## src/rtl/wdt_pkg.sv

```systemverilog
// Shared types and default constants for the watchdog kick controller.
// Contents:
//   wdt_kick_state_t     - controller state encoding
//   WDT_PERIOD_DEF       - default service window length in clk cycles
//   WDT_NUM_TASKS_DEF    - default number of monitored tasks
//   WDT_KICK_WIDTH_DEF   - default kick pulse length in clk cycles
package wdt_pkg;

  localparam int WDT_PERIOD_DEF     = 8;
  localparam int WDT_NUM_TASKS_DEF  = 2;
  localparam int WDT_KICK_WIDTH_DEF = 2;

  typedef enum logic [1:0] {
    IDLE    = 2'd0,
    COLLECT = 2'd1,
    KICK    = 2'd2,
    HOLD    = 2'd3
  } wdt_kick_state_t;

endpackage

```

## src/rtl/wdt_window_cnt.sv

```systemverilog
// Service window counter: counts 0..PERIOD-1 and wraps, with a terminal-count
// flag on the last cycle of the window.
// Ports:
//   clk  - clock
//   rst  - asynchronous active-high reset (counter to 0)
//   clr  - synchronous clear to 0, dominates en
//   en   - advance the counter this cycle
//   cnt  - current count
//   tc   - high while cnt == PERIOD-1
module wdt_window_cnt #(
  parameter int PERIOD = 8,
  parameter int CW     = $clog2(PERIOD)
) (
  input  logic          clk,
  input  logic          rst,
  input  logic          clr,
  input  logic          en,
  output logic [CW-1:0] cnt,
  output logic          tc
);

  logic [CW-1:0] cnt_reg;
  logic [CW-1:0] cnt_next;

  assign tc = (cnt_reg == CW'(PERIOD - 1));

  // Explicit wrap at PERIOD-1 keeps non-power-of-two periods in range.
  always_comb begin
    cnt_next = cnt_reg;
    if (clr) begin
      cnt_next = '0;
    end else if (en) begin
      cnt_next = tc ? '0 : cnt_reg + CW'(1);
    end
  end

  always_ff @(posedge clk or posedge rst) begin
    if (rst) begin
      cnt_reg <= '0;
    end else begin
      cnt_reg <= cnt_next;
    end
  end

  assign cnt = cnt_reg;

endmodule

```

## src/rtl/wdt_kick_ctrl.sv

```systemverilog
// Watchdog kick controller: collects per-task check-ins over a fixed window
// and issues a registered kick pulse to an external watchdog only when every
// task checked in during that window. A failed window withholds the kick,
// records the absent tasks and sets a sticky fault flag.
// Ports:
//   clk         - clock
//   rst         - asynchronous active-high reset
//   enable      - service enable; low returns to IDLE and clears status
//   alive       - per-task check-in pulses
//   wdt_reset   - reset indication from the watchdog; holds the controller
//   kick        - kick pulse to the watchdog (registered)
//   missed      - tasks absent in the last failed window
//   fault       - sticky: a kick has been withheld
//   kick_count  - saturating count of kick pulses     (WDT_KICK_STATS_EN only)
//   reset_count - saturating count of wdt_reset rises (WDT_KICK_STATS_EN only)
// Build option: define WDT_KICK_STATS_EN to add the statistics counters.
module wdt_kick_ctrl
  import wdt_pkg::*;
#(
  parameter int PERIOD     = WDT_PERIOD_DEF,
  parameter int NUM_TASKS  = WDT_NUM_TASKS_DEF,
  parameter int KICK_WIDTH = WDT_KICK_WIDTH_DEF
) (
  input  logic                 clk,
  input  logic                 rst,
  input  logic                 enable,
  input  logic [NUM_TASKS-1:0] alive,
  input  logic                 wdt_reset,
  output logic                 kick,
  output logic [NUM_TASKS-1:0] missed,
  output logic                 fault
`ifdef WDT_KICK_STATS_EN
  ,
  output logic [7:0]           kick_count,
  output logic [7:0]           reset_count
`endif
);

  localparam int CW = $clog2(PERIOD);

  wdt_kick_state_t      state_reg, state_next;
  logic [NUM_TASKS-1:0] seen_reg;
  logic [NUM_TASKS-1:0] missed_reg;
  logic                 fault_reg;
  logic                 kick_reg;
  logic [CW-1:0]        cnt;
  logic                 tc;
  logic                 cnt_clr;
  logic                 cnt_en;
  logic [NUM_TASKS-1:0] seen_now;
  logic                 all_seen;
  logic                 win_end;

  // A check-in on the closing cycle still counts toward the window.
  assign seen_now = seen_reg | alive;
  assign all_seen = &seen_now;

  assign cnt_en  = (state_reg == COLLECT) || (state_reg == KICK);
  assign cnt_clr = !enable || wdt_reset || (state_reg == IDLE) || (state_reg == HOLD);

  // Window-end decision only applies when nothing higher-priority intervenes.
  assign win_end = tc && cnt_en && enable && !wdt_reset;

  wdt_window_cnt #(
    .PERIOD (PERIOD),
    .CW     (CW)
  ) u_window_cnt (
    .clk (clk),
    .rst (rst),
    .clr (cnt_clr),
    .en  (cnt_en),
    .cnt (cnt),
    .tc  (tc)
  );

  always_comb begin
    state_next = state_reg;
    case (state_reg)
      IDLE:    state_next = COLLECT;
      COLLECT: if (tc) state_next = all_seen ? KICK : COLLECT;
      // KICK always starts at count 0, so the window count doubles as the
      // pulse-length counter; KICK_WIDTH < PERIOD keeps it clear of tc.
      KICK:    if (cnt == CW'(KICK_WIDTH - 1)) state_next = COLLECT;
      HOLD:    if (!wdt_reset) state_next = COLLECT;
      default: state_next = IDLE;
    endcase
    if (wdt_reset) state_next = HOLD;
    if (!enable)   state_next = IDLE;
  end

  always_ff @(posedge clk or posedge rst) begin
    if (rst) begin
      state_reg  <= IDLE;
      kick_reg   <= 1'b0;
      seen_reg   <= '0;
      missed_reg <= '0;
      fault_reg  <= 1'b0;
    end else begin
      state_reg <= state_next;
      kick_reg  <= (state_next == KICK);
      if (!enable) begin
        seen_reg   <= '0;
        missed_reg <= '0;
        fault_reg  <= 1'b0;
      end else if (wdt_reset) begin
        seen_reg <= '0;
      end else if (cnt_en) begin
        seen_reg <= tc ? '0 : seen_now;
        if (win_end) begin
          if (all_seen) begin
            missed_reg <= '0;
          end else begin
            missed_reg <= ~seen_now;
            fault_reg  <= 1'b1;
          end
        end
      end
    end
  end

  assign kick   = kick_reg;
  assign missed = missed_reg;
  assign fault  = fault_reg;

`ifdef WDT_KICK_STATS_EN
  logic [7:0] kick_count_reg;
  logic [7:0] reset_count_reg;
  logic       wdt_reset_prev_reg;
  logic       kick_start;
  logic       reset_rise;

  assign kick_start = (state_next == KICK) && (state_reg != KICK);
  assign reset_rise = wdt_reset && !wdt_reset_prev_reg;

  always_ff @(posedge clk or posedge rst) begin
    if (rst) begin
      kick_count_reg     <= '0;
      reset_count_reg    <= '0;
      wdt_reset_prev_reg <= 1'b0;
    end else begin
      wdt_reset_prev_reg <= wdt_reset;
      if (kick_start && (kick_count_reg != 8'hFF)) begin
        kick_count_reg <= kick_count_reg + 8'd1;
      end
      if (reset_rise && (reset_count_reg != 8'hFF)) begin
        reset_count_reg <= reset_count_reg + 8'd1;
      end
    end
  end

  assign kick_count  = kick_count_reg;
  assign reset_count = reset_count_reg;
`endif

endmodule
```

## config.mk

```make
export PLATFORM = sky130hd
export DESIGN_NAME = wdt_kick_ctrl
export DESIGN_NICKNAME = d
export VERILOG_FILES = /design/src/rtl/wdt_pkg.sv /design/src/rtl/wdt_window_cnt.sv /design/src/rtl/wdt_kick_ctrl.sv
export SDC_FILE = /design/constraint.sdc
export NUM_CORES = 1
export LEC_CHECK = 0
export ABC_AREA = 1
export BUFFER_PORTS_ARGS = -buffer_cell sky130_fd_sc_hd__buf_2
export CORE_MARGIN = 2
export CORE_UTILIZATION = 47
export CTS_CLUSTER_SIZE = 28
export DETAILED_ROUTE_END_ITERATION = 6
export HOLD_SLACK_MARGIN = 0.02
export PLACE_DENSITY = 0.71
export SYNTH_ARGS = -nofsm -noshare
export SYNTH_HDL_FRONTEND = slang
export SYNTH_SLANG_ARGS = --single-unit
```

## constraint.sdc

```tcl
create_clock -name clk -period 1.2 [get_ports clk]
set_input_delay 0.12 -clock clk [delete_from_list [all_inputs] [get_ports clk]]
set_output_delay 0.12 -clock clk [all_outputs]
set_load 0.05 [all_outputs]
```

* Word level (Yosys, flattened, before mapping)
Index checks and enable logic that the tools add are counted.
** Word-level totals
- Word-level logic and storage cells :: 58
- Register bits after elaboration :: 11
- Input port bits :: 6
** Operators by class
- $add $sub $neg :: 1
- Equality and inequality tests :: 11
- Reductions and logical operators :: 15
- Mux-type cells :: 23
- Bitwise operators :: 2
** Operator list (count)
- $mux W2 :: 14
- $mux W3 :: 3
- $eq A2 B2 Y1 const B :: 3
- $pmux W2 S3 :: 1
- $mux W1 :: 5
- $logic_or A1 B1 Y1 :: 4
- $ne A2 B1 Y1 const B :: 2
- $ne A2 B2 Y1 const B :: 2
- $reduce_and A4 Y1 :: 1
- $add A3 B1 Y3 const B :: 1
- $eq A3 B1 Y1 const B :: 1
- $eq A3 B3 Y1 const B :: 1
- $logic_and A1 B1 Y1 :: 3
- $ne A3 B1 Y1 const B :: 1
- $reduce_and A3 Y1 :: 1
- $eq A2 B1 Y1 const B :: 1
- $logic_not A1 Y1 :: 2
- $logic_not A2 Y1 :: 1
- $not A2 Y2 :: 1
- $or A2 B2 Y2 :: 1
- $reduce_and A2 Y1 :: 1
- $reduce_bool A2 Y1 :: 1
- $reduce_or A2 Y1 :: 1

* Longest topological paths before layout
- Depth in word-level cells :: 9
- Mapped depth :: 10

* Cells and area by module
Synthesis repeated with hierarchy kept, for this count alone.
** Second synthesis, totals
- Cell total of the unflattened synthesis :: 87
- Area, all modules :: 669.4 µm²
** By module, submodules not included
- wdt_kick_ctrl :: seq. area each 200.2 µm², times used 1, cells an instance 67, area an instance 510.5 µm²
- wdt_window_cnt :: seq. area each 75.1 µm², times used 1, cells an instance 20, area an instance 158.9 µm²

* Worst setup path before layout
No wires, ideal clock.
- Kind :: reg-to-reg
- From :: register u_window_cnt.cnt_reg[0] (netlist: u_window_cnt.cnt[0])
- To :: register kick_reg (netlist: kick)
- Period minus slack after synthesis :: 1319 ps
- Stages on the path, launching flop included :: 8
- Arrival :: 1247 ps
- Library setup time :: 71 ps
- Path slack :: -119 ps
- Required time :: 1129 ps
- Cell sequence :: dfrtp_1 ha_1 ha_1 inv_1 a21oi_1 a21oi_1 nand2_1 nor2_1
** Between the ends
- Word-level cells in the longest chain between the ends :: 6
- Elaborated cells on any way between the ends :: 8
- Classes of those cells :: eq/ne: 3; mux: 5
** RTL lines
- from (decl) :: line wdt_window_cnt.sv:22 : logic [CW-1:0] cnt_reg;
- from (signal assigned) :: line wdt_window_cnt.sv:41 : cnt_reg <= cnt_next;
- $eq A3 B1 Y1 / $eq A3 B3 Y1 (equally long branches) :: line wdt_kick_ctrl.sv:83, wdt_window_cnt.sv:25
- $mux W2, on equally long branches :: line wdt_kick_ctrl.sv:83, wdt_kick_ctrl.sv:80
- $pmux W2 S3 (*) :: line wdt_kick_ctrl.sv:78 : case (state_reg)
- $mux W2 (*) :: line wdt_kick_ctrl.sv:87 : if (wdt_reset) state_next = HOLD;
- $mux W2 (*) :: line wdt_kick_ctrl.sv:88 : if (!enable) state_next = IDLE;
- $eq A2 B2 Y1 (*) :: line wdt_kick_ctrl.sv:100 : kick_reg <= (state_next == KICK);
- to (signal assigned) :: line wdt_kick_ctrl.sv:100
- to (decl) :: line wdt_kick_ctrl.sv:45 : logic kick_reg;
Mark *: on every way between the ends. The rest lies on a longest branch, timed or not.
A chain may end at the register's enable or synchronous reset.

* Worst setup path in the final report
- From :: register u_window_cnt.cnt_reg[1] (netlist: u_window_cnt.cnt[1])
- To :: register missed_reg[0] (netlist: missed[0])
** Between the ends
- Word-level cells in the longest chain between the ends :: 6
** RTL lines
- $eq A3 B3 Y1 :: line wdt_window_cnt.sv:25 : assign tc = (cnt_reg == CW'(PERIOD - 1));
- $logic_and A1 B1 Y1 (3 in series) :: line wdt_kick_ctrl.sv:62 : assign win_end = tc && cnt_en && enable && !wdt_reset;
- $ne A2 B1 Y1 (no line)
- $reduce_and A3 Y1 (no line)
- to (signal assigned) :: line wdt_kick_ctrl.sv:113 : missed_reg <= ~seen_now;
- to (decl) :: line wdt_kick_ctrl.sv:43 : logic [NUM_TASKS-1:0] missed_reg;
Every way passes these cells.

==> reports/results.txt <==
count leader, synth = inv_1
fmax = 752 MHz
Final setup viols = 11
worst skew pair latency = 0.27 ns
final wirelength = 1440 um
Setup CP Type = flop to flop
syn_nets = 99
WL per Instance = 11.6 um
drt pass-1 iters = 4
detailed placement HPWL = 1030 um
RR Endpoint = missed[0]
largest fanout on the critical path = 5
Commonest cells post-synth = 19 x inv_1, 18 x nand2_1, 11 x dfrtp_1, 11 x nor2_1, 7 x ha_1
Startpoint Class = flop
status = finished with violations
EDFF count, synth = 0
vias per inst = 4.91
clock power share = 28.8%
initial core utilization = 50.0%
Clock Skews = 0.00541 ns
CTS H-tree lvls = 1
pin slew with the least headroom to its limit = 0.426 ns
initial antenna violation count = 0
CTS Root Cell = clkbuf_4
vias = 614
failing checks = setup timing
number of synthesized register bits = 11
dominant cell type by area after synthesis = dfrtp_1
synthesized instance count = 86
Top FF cell, synth = dfrtp_1
PortBufs = 9
Hold WC Path Type = primary input to flop
DIE HEIGHT = 41.2 um
TritonCTS clock tree = done
worst path required time = 1.36 ns
Pins Over Slew Limit = 0
post-route ant nets = 0
Critical Path End Type = flop
die area = 1700 um^2
Distinct cells, synth = 14
clock-pin slew on the worst setup and hold paths = 0.07 ns
fraction of registers with async set/reset = 100%
PnR Total Power = 877 uW
fin crit share = 111%
Synth area leaders = dfrtp_1 42%, ha_1 13%, inv_1 11%, nand2_1 10%, nor2_1 6.3%
layout cells sized above 1 = 38.2%
WHS = 0.118 ns
Core Box Area = 1300 um^2
n_diodes = 0
CTS Buf Count = 3
GP Congestion = 0.790
Switching Share = 29.9%
Ports = 10
Final min period = 1.33 ns
Worst Path Arrival = 1.49 ns
row count = 13
relative slew slack = 71.6%
GRT Overall Usage = 20.2%
cell-internal power = 614 uW
Seq pwr share = 44.9%
hold path cells = 4
r2r worst-path depth = 7
Area Overhead vs Synth = 40.4%
max FFs per register = 3
largest net degree at the start of global routing = 12
Hold Path End = kick
max_cap viols = 0
Seq/Total Area, Yosys = 42.3%
Mapped Area = 651 um^2
maximum VDD drop = 0.743 mV
top cell type's share of synthesized area = 42.3%
Yosys warning count = 0
P_leak = 0.000483 uW
Die X = 41.2 um
combinational fraction of design power = 26.4%
Setup WS pre-CTS = -0.107 ns
Post-Syn Area per Cell = 7.57 um^2
pwr dens = 960 nW/um^2
RSZ-0062 raised after global routing = yes
net switching power = 262 uW
total grt overflow = 0
TritonCTS sink count = 11
Worst R2R Setup Slack = -0.13 ns
setup tns final = -0.884 ns
nets = 124
DR iter-0 viols = 9
post-route setup slack = -0.130 ns
CTS Buffer Depth = 2
Critical R2R Launch = u_window_cnt.cnt[1]
hold_sp = wdt_reset
drc violations = 0
first-pass GRT wire length = 2170 um
vias in the first global route = 551
Hold Fails Final Rpt = 0
[cells in the final DEF (no fill, tap or decap), drive strengths merged]
cell type    instances
clkbuf               4
o21ai                2
a21oi                6
ha                   7
nor3                 1
o31ai                1
nand2               18
o21a                 1
nand3                6
nor2                12
inv                 20
dfrtp               11
buf                 19
dlygate4sd3          1
a211oi               1
[layer usage]
metal / routed length [um] / vias to the layer above / global-route usage (%) / share of wire (%)
met1: 675 / 285 / 21.7 / 47
met2: 707 / 11 / 37.5 / 49
li1: - / 313 / - / -
met4: 26 / 0 / 11.3 / 1.8
met5: 0 / - / 0 / 0
met3: 34 / 5 / 2.17 / 2.4
[per-stage QoR]
step	util [%]	instance area [um^2]	instances
5_1_grt	70.2	913	125
4_1_cts	67.4	877	123
6_report	70.2	913	125
3_3_place_gp	61.1	795	117
2_1_floorplan	-	678	86
3_5_place_dp	61.1	795	117
[worst max path at each step]
| stage | start | end | slack (ns) | cells after the start |
|---|---|---|---|---|
| 2_1_floorplan | u_window_cnt.cnt[0] | kick | -0.01 | 7 |
| 3_3_place_gp | u_window_cnt.cnt[1] | kick | -0.07 | 7 |
| 3_5_place_dp | u_window_cnt.cnt[1] | kick | -0.11 | 7 |
| 4_1_cts | u_window_cnt.cnt[0] | kick | -0.11 | 10 |
| 5_1_grt | u_window_cnt.cnt[1] | kick | -0.22 | 10 |
| 6_report | u_window_cnt.cnt[1] | missed[0] | -0.13 | 7 |
[power by group through the flow]
stage | clock (uW) | sequential [uW] | combinational [uW]
after global routing | 273 | 395 | 254
after detailed placement | 0 | 400 | 185
after floorplan | 0 | 405 | 106
final | 252 | 393 | 231
after global placement | 0 | 399 | 181
after CTS | 260 | 394 | 206
[cells by family after synthesis]
family          count (synthesis)  share of synthesized area (%)
compound gates                 11                           9.62
fa+ha+maj                       7                           13.5
buf+inv                        20                           11.5
flops                          11                           42.3
simple gates                   37                           23.1
[cell type report]
type                    count  area (um^2)
repair buffers             20          134
multi-input cells          55          380
fillers                   106          388
inverters                  20         77.6
well taps                  15         18.8
flip-flops and latches     11          277
clock buffers               4         26.3
[what timing repair did]
item                                    CTS  global route
endpoints found under the hold margin    11             0
setup buffers                             1             2
cloned                                    0             0
hold buffers                              1             0
pin swaps                                 9             7
gates resized for setup                  12             7
endpoints found under the setup margin   11            11
[critical path, stage by stage (launching register included)]
cell     delay (ns)
dfrtp_1        0.40
ha_2           0.20
ha_4           0.19
buf_4          0.14
nand3_2        0.09
nor2_1         0.05
a21oi_1        0.11
nor2_1         0.05
No activity file was read; power rests on OpenSTA's default activity.
